==> config.mk <==
export PLATFORM = sky130hd
export DESIGN_NAME = interrupt_queue
export DESIGN_NICKNAME = d
export VERILOG_FILES = /design/src/rtl/cpu_int_pkg.sv /design/src/rtl/int_fifo.sv /design/src/rtl/interrupt_queue.sv
export SDC_FILE = /design/constraint.sdc
export NUM_CORES = 1
export LEC_CHECK = 0
export BUFFER_PORTS_ARGS = -buffer_cell sky130_fd_sc_hd__buf_2
export CAP_MARGIN = 15
export CORE_MARGIN = 3
export CORE_UTILIZATION = 35
export CTS_CLUSTER_DIAMETER = 60
export DETAILED_ROUTE_END_ITERATION = 6
export GPL_ROUTABILITY_DRIVEN = 0
export RECOVER_POWER = 25
export SLEW_MARGIN = 20
export SYNTH_ARGS = -nofsm -noshare
export SYNTH_HDL_FRONTEND = slang
export SYNTH_HIERARCHICAL = 1
export SYNTH_SLANG_ARGS = --single-unit
==> constraint.sdc <==
create_clock -name clock -period 4.2 [get_ports clock]
set_input_delay 0.42 -clock clock [delete_from_list [all_inputs] [get_ports clock]]
set_output_delay 0.42 -clock clock [all_outputs]
set_load 0.1 [all_outputs]
==> src/rtl/cpu_int_pkg.sv <==
// Shared instruction-format constants for the interrupt feeder.
// Field map: opcode 31:27, rd 26:22, rs 21:17, imm 16:0.
package cpu_int_pkg;

    localparam int OPC_MSB = 31;
    localparam int OPC_LSB = 27;
    localparam int RD_MSB  = 26;
    localparam int RD_LSB  = 22;
    localparam int RS_MSB  = 21;
    localparam int RS_LSB  = 17;
    localparam int IMM_MSB = 16;
    localparam int IMM_LSB = 0;
    localparam int IMM_W   = 17;

    localparam logic [4:0]  OPC_ADDI  = 5'b00101;
    localparam logic [31:0] NOP_INSTR = 32'd0;

    // rd = r0 + imm
    function automatic logic [31:0] encode_instr(
        input logic [4:0]       opc,
        input logic [4:0]       rd,
        input logic [IMM_W-1:0] imm
    );
        logic [31:0] instr;
        instr                  = NOP_INSTR;
        instr[OPC_MSB:OPC_LSB] = opc;
        instr[RD_MSB:RD_LSB]   = rd;
        instr[RS_MSB:RS_LSB]   = 5'd0;
        instr[IMM_MSB:IMM_LSB] = imm;
        return instr;
    endfunction

endpackage

==> src/rtl/int_fifo.sv <==
// Event-code FIFO: storage, wrapping pointers, occupancy count.
// Ports: clock, reset, push, pop, wdata -> rdata (head), tail_data, count, full, empty.
module int_fifo
    import cpu_int_pkg::*;
#(
    parameter int DEPTH = 8,
    parameter int W     = 8
) (
    input  logic                       clock,
    input  logic                       reset,
    input  logic                       push,
    input  logic                       pop,
    input  logic [W-1:0]               wdata,
    output logic [W-1:0]               rdata,
    output logic [W-1:0]               tail_data,
    output logic [$clog2(DEPTH):0]     count,
    output logic                       full,
    output logic                       empty
);

    localparam int AW = $clog2(DEPTH);
    localparam int CW = AW + 1;

    logic [W-1:0]  r_mem [DEPTH];
    logic [AW-1:0] r_wptr;
    logic [AW-1:0] r_rptr;
    logic [CW-1:0] r_count;

    // When full, wptr == rptr; a push+pop writes the slot being
    // vacated at the same edge, so the head read is still valid.
    always_ff @(posedge clock) begin
        if (push && !reset) begin
            r_mem[r_wptr] <= wdata;
        end
    end

    always_ff @(posedge clock) begin
        if (reset) begin
            r_wptr  <= '0;
            r_rptr  <= '0;
            r_count <= '0;
        end else begin
            if (push) r_wptr <= r_wptr + 1'b1;
            if (pop)  r_rptr <= r_rptr + 1'b1;
            case ({push, pop})
                2'b10:   r_count <= r_count + 1'b1;
                2'b01:   r_count <= r_count - 1'b1;
                default: r_count <= r_count;
            endcase
        end
    end

    assign rdata     = r_mem[r_rptr];
    assign tail_data = r_mem[r_wptr - 1'b1];
    assign count     = r_count;
    assign full      = (r_count == CW'(DEPTH));
    assign empty     = (r_count == '0);

endmodule

==> src/rtl/interrupt_queue.sv <==
// Buffers IO event codes and presents the head as an addi instruction
// (rd=INT_REG, rs=r0, imm=code) until acked; nop (0) when empty.
// Ports: clock, reset, evt_valid, evt_code, int_ack ->
//   interrupt_instruction, int_valid, count, overflow, drop_cnt.
// Build option: define INT_COALESCE_EN to drop a push equal to the
//   newest resident code.
module interrupt_queue
    import cpu_int_pkg::*;
#(
    parameter int         DEPTH      = 8,
    parameter int         CODE_W     = 8,
    parameter logic [4:0] INT_OPCODE = OPC_ADDI,
    parameter logic [4:0] INT_REG    = 5'd27
) (
    input  logic                       clock,
    input  logic                       reset,
    input  logic                       evt_valid,
    input  logic [CODE_W-1:0]          evt_code,
    input  logic                       int_ack,
    output logic [31:0]                interrupt_instruction,
    output logic                       int_valid,
    output logic [$clog2(DEPTH):0]     count,
    output logic                       overflow,
    output logic [7:0]                 drop_cnt
);

`ifdef INT_COALESCE_EN
    localparam bit COALESCE = 1'b1;
`else
    localparam bit COALESCE = 1'b0;
`endif

    logic              w_full;
    logic              w_empty;
    logic              w_pop;
    logic              w_push;
    logic              w_drop;
    logic              w_dup;
    logic [CODE_W-1:0] w_head;
    logic [CODE_W-1:0] w_tail;
    logic              r_overflow;
    logic [7:0]        r_drop_cnt;

    assign w_pop  = int_ack & ~w_empty;
    assign w_dup  = COALESCE & evt_valid & ~w_empty
                  & (evt_code == w_tail);
    // A full queue still accepts when the head leaves this cycle.
    assign w_push = evt_valid & ~w_dup & (~w_full | w_pop);
    assign w_drop = evt_valid & ~w_dup & w_full & ~w_pop;

    int_fifo #(
        .DEPTH (DEPTH),
        .W     (CODE_W)
    ) u_fifo (
        .clock     (clock),
        .reset     (reset),
        .push      (w_push),
        .pop       (w_pop),
        .wdata     (evt_code),
        .rdata     (w_head),
        .tail_data (w_tail),
        .count     (count),
        .full      (w_full),
        .empty     (w_empty)
    );

    always_ff @(posedge clock) begin
        if (reset) begin
            r_overflow <= 1'b0;
            r_drop_cnt <= 8'd0;
        end else if (w_drop) begin
            r_overflow <= 1'b1;
            if (r_drop_cnt != 8'hFF) begin
                r_drop_cnt <= r_drop_cnt + 8'd1;
            end
        end
    end

    assign int_valid = ~w_empty;
    assign overflow  = r_overflow;
    assign drop_cnt  = r_drop_cnt;
    assign interrupt_instruction = int_valid
        ? encode_instr(INT_OPCODE, INT_REG, IMM_W'(w_head))
        : NOP_INSTR;

endmodule

==> impl_results.md, run 1 <==
* Worst Setup End Kind: flop
* Antenna violations before repair at 0
* Setup repair after global routing missed its margin: no
* Buffers and inverters on the worst path at 2
* Final Max Slew Viols at 0
* Worst slew pin tran at 0.9372 ns
* Global-route wire length before repair at ~11 mm
* Final #Nets at 311
* Post-place instance area at roughly 4100 um2
* Count of inserted antenna diode cells at 0
* Count of input and output buffers at 39
* Maximum single-stage delay on the critical path at around 0.66 ns
* Max Cap Viol at 0
* Commonest non-fill, non-tap cells in the layout: 64 x edfxtp_1, 32 x buf_2, 23 x nor2_1
* Worst hold slack at 0.3637 ns
* All-Layer GR Usage at 0.1101
* Vias in the first global route at approximately 2000
* Final-report hold violation count at 0
* Clock latency on the worst-skew pair at 0.35 ns
* Overall die height at roughly 110 um
* Total standard cell area after synthesis at 3891 um2
* Type of the worst setup path: flop to flop
* Area of the die at 12420 um2
* Final number of setup-violating endpoints at 0
* Accumulated negative setup slack at 0 ns
* Max Clock Freq at 317.3 MHz
* Number of routed nets with antenna violations at 0
* Clock tree skew after final layout at between 0.008 and 0.009 ns
* Hold-fix buffers, CTS at 0
* Post_cts resized at 0
* Data arrival time of the critical path at 3.39 ns
* Drt pass-1 iters at 4
* Number of instances in the synthesized netlist at 256
* Post-detailed-route wirelength per cell at 15.55 um
* Critical path launch point type: flop
* Inserted Clock Buffers at 9
* Final worst path period need at 3.151 ns
* Number of vias per cell after detailed routing at 4.788
* Highest fanout seen on the critical path at 10
* H-tree Lvls at 3
* Slowest cell on crit path: a21boi_0
* Initial core utilization at 0.3687
* Share of final-layout standard cells stronger than drive strength 1 at 0.2525
* Maximum root-to-sink buffer count at 2
* Vias after detailed routing at 2073
* Core Region at 10560 um2
* Synth Warn # at 6
* Critical path's top delay family: compound AO/OA/AOI/OAI gates
* First DRT Iteration DRCs at just under 70
* CTS Root Buffer Type: clkbuf_8
* Avg Synthesized Cell Area at between 15 and 20 um2
* Die outline width at 111.4 um
* Leading cell type in the layout, fill and taps excluded: edfxtp_1
* Design Area, Final at approximately 4300 um2
* DRC at 0
* Crit-path cells: nor4_2, buf_4, nand2b_4, a21boi_0, inv_1, ha_1, or3_1, o32ai_1, mux2_2
* Worst Path Required at approximately 4.4 ns
* Placement Rows at 37
* Slew headroom at 0.3729
* Post-Route Utilization at 0.4087
* Count of clock tree sinks at 86
* Maximum number of pins on one net before global-route repair at 28
* Worst min path class: primary input to flop
* Total congestion overflow after global routing at 0
* Detailed Route WL at 6.731 mm
* CTS clk-pin slew, worst paths at 0.08 ns
* Final Cycle Share at 0.7503
* I/O pin count at 58
* Run status: completed
* Area growth from synthesis to final layout at 10.87%
* Detailed placer's ending HPWL at about 4.5 mm
* Post-CTS repair timing setup buffer count at 0
* CTS tree: built
[state kept, by name (all words and copies together), names as in the netlist, named ones only]
register	flops
u_fifo/r_rptr	3
u_fifo/count	4
u_fifo/r_mem	64
overflow	1
u_fifo/r_wptr	3
drop_cnt	8
[area by class of cell]
cell class / instances / area [um2]
flip-flops and latches: 86 / 2362
clock buffers: 9 / 123.9
repair buffers: 42 / 209.0
well taps: 136 / 170.2
clock inverters: 7 / 96.34
multi-input cells: 147 / 1328
fillers: 969 / 6241
inverters: 6 / 25.02
[worst reg2reg max path, cell delays in order, from the launching register on]
cell and delay (ns):
dfxtp_1 0.49, nor4_2 0.08, buf_4 0.18, nand2b_4 0.18, a21boi_0 0.66, inv_1 0.15
ha_1 0.42, or3_1 0.37, o32ai_1 0.16, mux2_2 0.37
[stage by stage]
stage / instances / worst slack (ns)
2_1_floorplan: 273 / 0.6308
3_5_place_dp: 417 / 1.023
6_report: 433 / 1.049
3_3_place_gp: 417 / 1.145
5_1_grt: 433 / 0.7858
4_1_cts: 433 / 1.007
[worst paths after layout]
path | depth (start not counted) | slack (ns) | from | end
worst max register to register | 9 | 1.05 | u_fifo/count[1]$_SDFFE_PP0P_ | u_fifo/count[3]$_SDFFE_PP0P_
worst max-delay path | 9 | 1.05 | u_fifo/count[1]$_SDFFE_PP0P_ | u_fifo/count[3]$_SDFFE_PP0P_
worst min register to register | 2 | 0.48 | overflow$_SDFFE_PP0P_ | overflow$_SDFFE_PP0P_
worst min-delay path | 1 | 0.36 | evt_code[3] | u_fifo/r_mem[3][3]$_DFFE_PP_
[per-layer routing]
layer / up-vias / global-route usage / part of all wire
met5: - / 0 / 0
li1: 1002 / - / -
met4: 0 / 0.03001 / 0.012
met2: 66 / 0.1697 / 0.47
met1: 997 / 0.1483 / 0.47
met3: 8 / 0.03967 / 0.049
Power of run 1 is not shown: default switching activity piles up to over one toggle a cycle in this logic, so the estimate is an artifact.
==> run 2: changes to the inputs <==
Clock period 4.2 ns to 3 ns, I/O delays scaled along.
==> impl_results.md, run 2 (synthesized netlist as in run 1, its figures left out) <==
* Final Max Slew Viols at 0
* Number of vias per cell after detailed routing at about 4.8
* Area growth from synthesis to final layout at 12.44%
* Number of routed nets with antenna violations at 0
* Final #Nets at 321
* Setup slack after layout at about 0.44 ns
* Crit-path cells: buf_4, mux4_1, mux2_2, and2b_1, buf_2
* Maximum number of pins on one net before global-route repair at 28
* Commonest non-fill, non-tap cells in the layout: 64 x edfxtp_1, 32 x buf_2, 23 x nor2_1
* Hold-fix buffers, CTS at 0
* Final standard cell count with taps included and fillers excluded at between 400 and 500
* Antenna violations before repair at 0
* First DRT Iteration DRCs at 116
* Final worst path period need at 2.565 ns
* Data arrival time of the critical path at 2.26 ns
* Detailed Route WL at 6.745 mm
* Die outline width at ~110 um
* Post-CTS repair timing setup buffer count at 0
* Slowest cell on crit path: mux4_1
* CTS Root Buffer Type: clkbuf_8
* Largest register by flop count: u_fifo/r_mem
* CTS clk-pin slew, worst paths at 0.09 ns
* I/O pin count at 58
* Cells after DPL at 427
* Maximum single-stage delay on the critical path at ~0.6 ns
* Critical path launch point type: flop
* H-tree Lvls at 3
* Multi-input gate area in the final layout at about 1300 um2
* Drt pass-1 iters at 4
* Sequential cell area at 2367 um2
* Run status: completed
* Worst hold slack at 0.2298 ns
* Worst min path class: primary input to flop
* Final number of setup-violating endpoints at 0
* Worst Setup End Kind: primary output
* Post_cts resized at 0
* Total congestion overflow after global routing at 0
* Share of final-layout standard cells stronger than drive strength 1 at 0.2932
* Type of the worst setup path: flop to primary output
* Clock tree skew after final layout at 0.01505 ns
* Post-detailed-route wirelength per cell at around 15 um
* Placement Rows at 37
* Max Cap Viol at 0
* Final Cycle Share at 0.8548
* Clock latency on the worst-skew pair at 0.35 ns
* Max Clock Freq at 389.9 MHz
* Core Region at 10560 um2
* Inserted Clock Buffers at 9
* Worst Path Required at 2.70 ns
* Accumulated negative setup slack at 0 ns
* Setup repair after global routing missed its margin: no
* Vias in the first global route at 2052
* Vias after detailed routing at 2122
* DRC at 0
* Flip-flop count of the largest register, all copies and words added at between 60 and 70
* CTS tree: built
* Number of fillers in the final layout at 961
* Global-route wire length before repair at 11.14 mm
* Final-report hold violation count at 0
* Maximum root-to-sink buffer count at 2
* Overall die height at 111.4 um
* Area of the die at 12420 um2
* Post-place setup slack at 0.5908 ns
* All-Layer GR Usage at 0.1148
* Detailed placer's ending HPWL at 4.530 mm
* Count of clock tree sinks at 86
* Highest fanout seen on the critical path at 16
* Count of inserted antenna diode cells at 0
* Count of input and output buffers at 39
* Leading cell type in the layout, fill and taps excluded: edfxtp_1
* Initial core utilization at 0.3687
==> run 2: cell type report <==
cell class	instances	share of cell area
tap	136	0.03889
sequential	86	0.5410
clock buffer	9	0.02831
timing repair buffer	52	0.06491
multi-input combinational	147	0.3048
clock inverter	7	0.01630
inverter	6	0.005719
==> run 2: metrics by stage <==
stage | cell area [um2] | utilization
after detailed placement | 4189 | 0.3969
after floorplan | 3973 | -
after global routing | 4375 | 0.4145
after global placement | 4189 | 0.3969
final | 4375 | 0.4145
after CTS | 4384 | 0.4154
==> run 2: worst max-delay path, delay by kind of cell, from the launching register on <==
family | cells | cell delay [ns]
DFF | 1 | 0.32
buffers and inverters | 2 | 0.55
muxes | 2 | 0.89
and+or+nand+nor | 1 | 0.16
==> run 2: per-layer routing <==
metal  up-vias  track usage  wire length [um]
li1       1018            -                 -
met1      1039       0.1494              3024
met2        57       0.1858              3265
met3         8      0.03043               361
met4         0      0.04136                94
met5         -            0                 0
==> run 2: worst paths after layout <==
check	cells after the start	end	start	slack, ns
setup / recovery	5	interrupt_instruction[1]	flop	0.44
hold / removal	1	u_fifo/r_mem[2][5]$_DFFE_PP_	evt_code[5]	0.23
setup reg to reg	11	u_fifo/count[2]$_SDFFE_PP0P_	u_fifo/count[2]$_SDFFE_PP0P_	0.58
hold reg to reg	2	overflow$_SDFFE_PP0P_	overflow$_SDFFE_PP0P_	0.49
Power of run 2 is left out for the same reason.
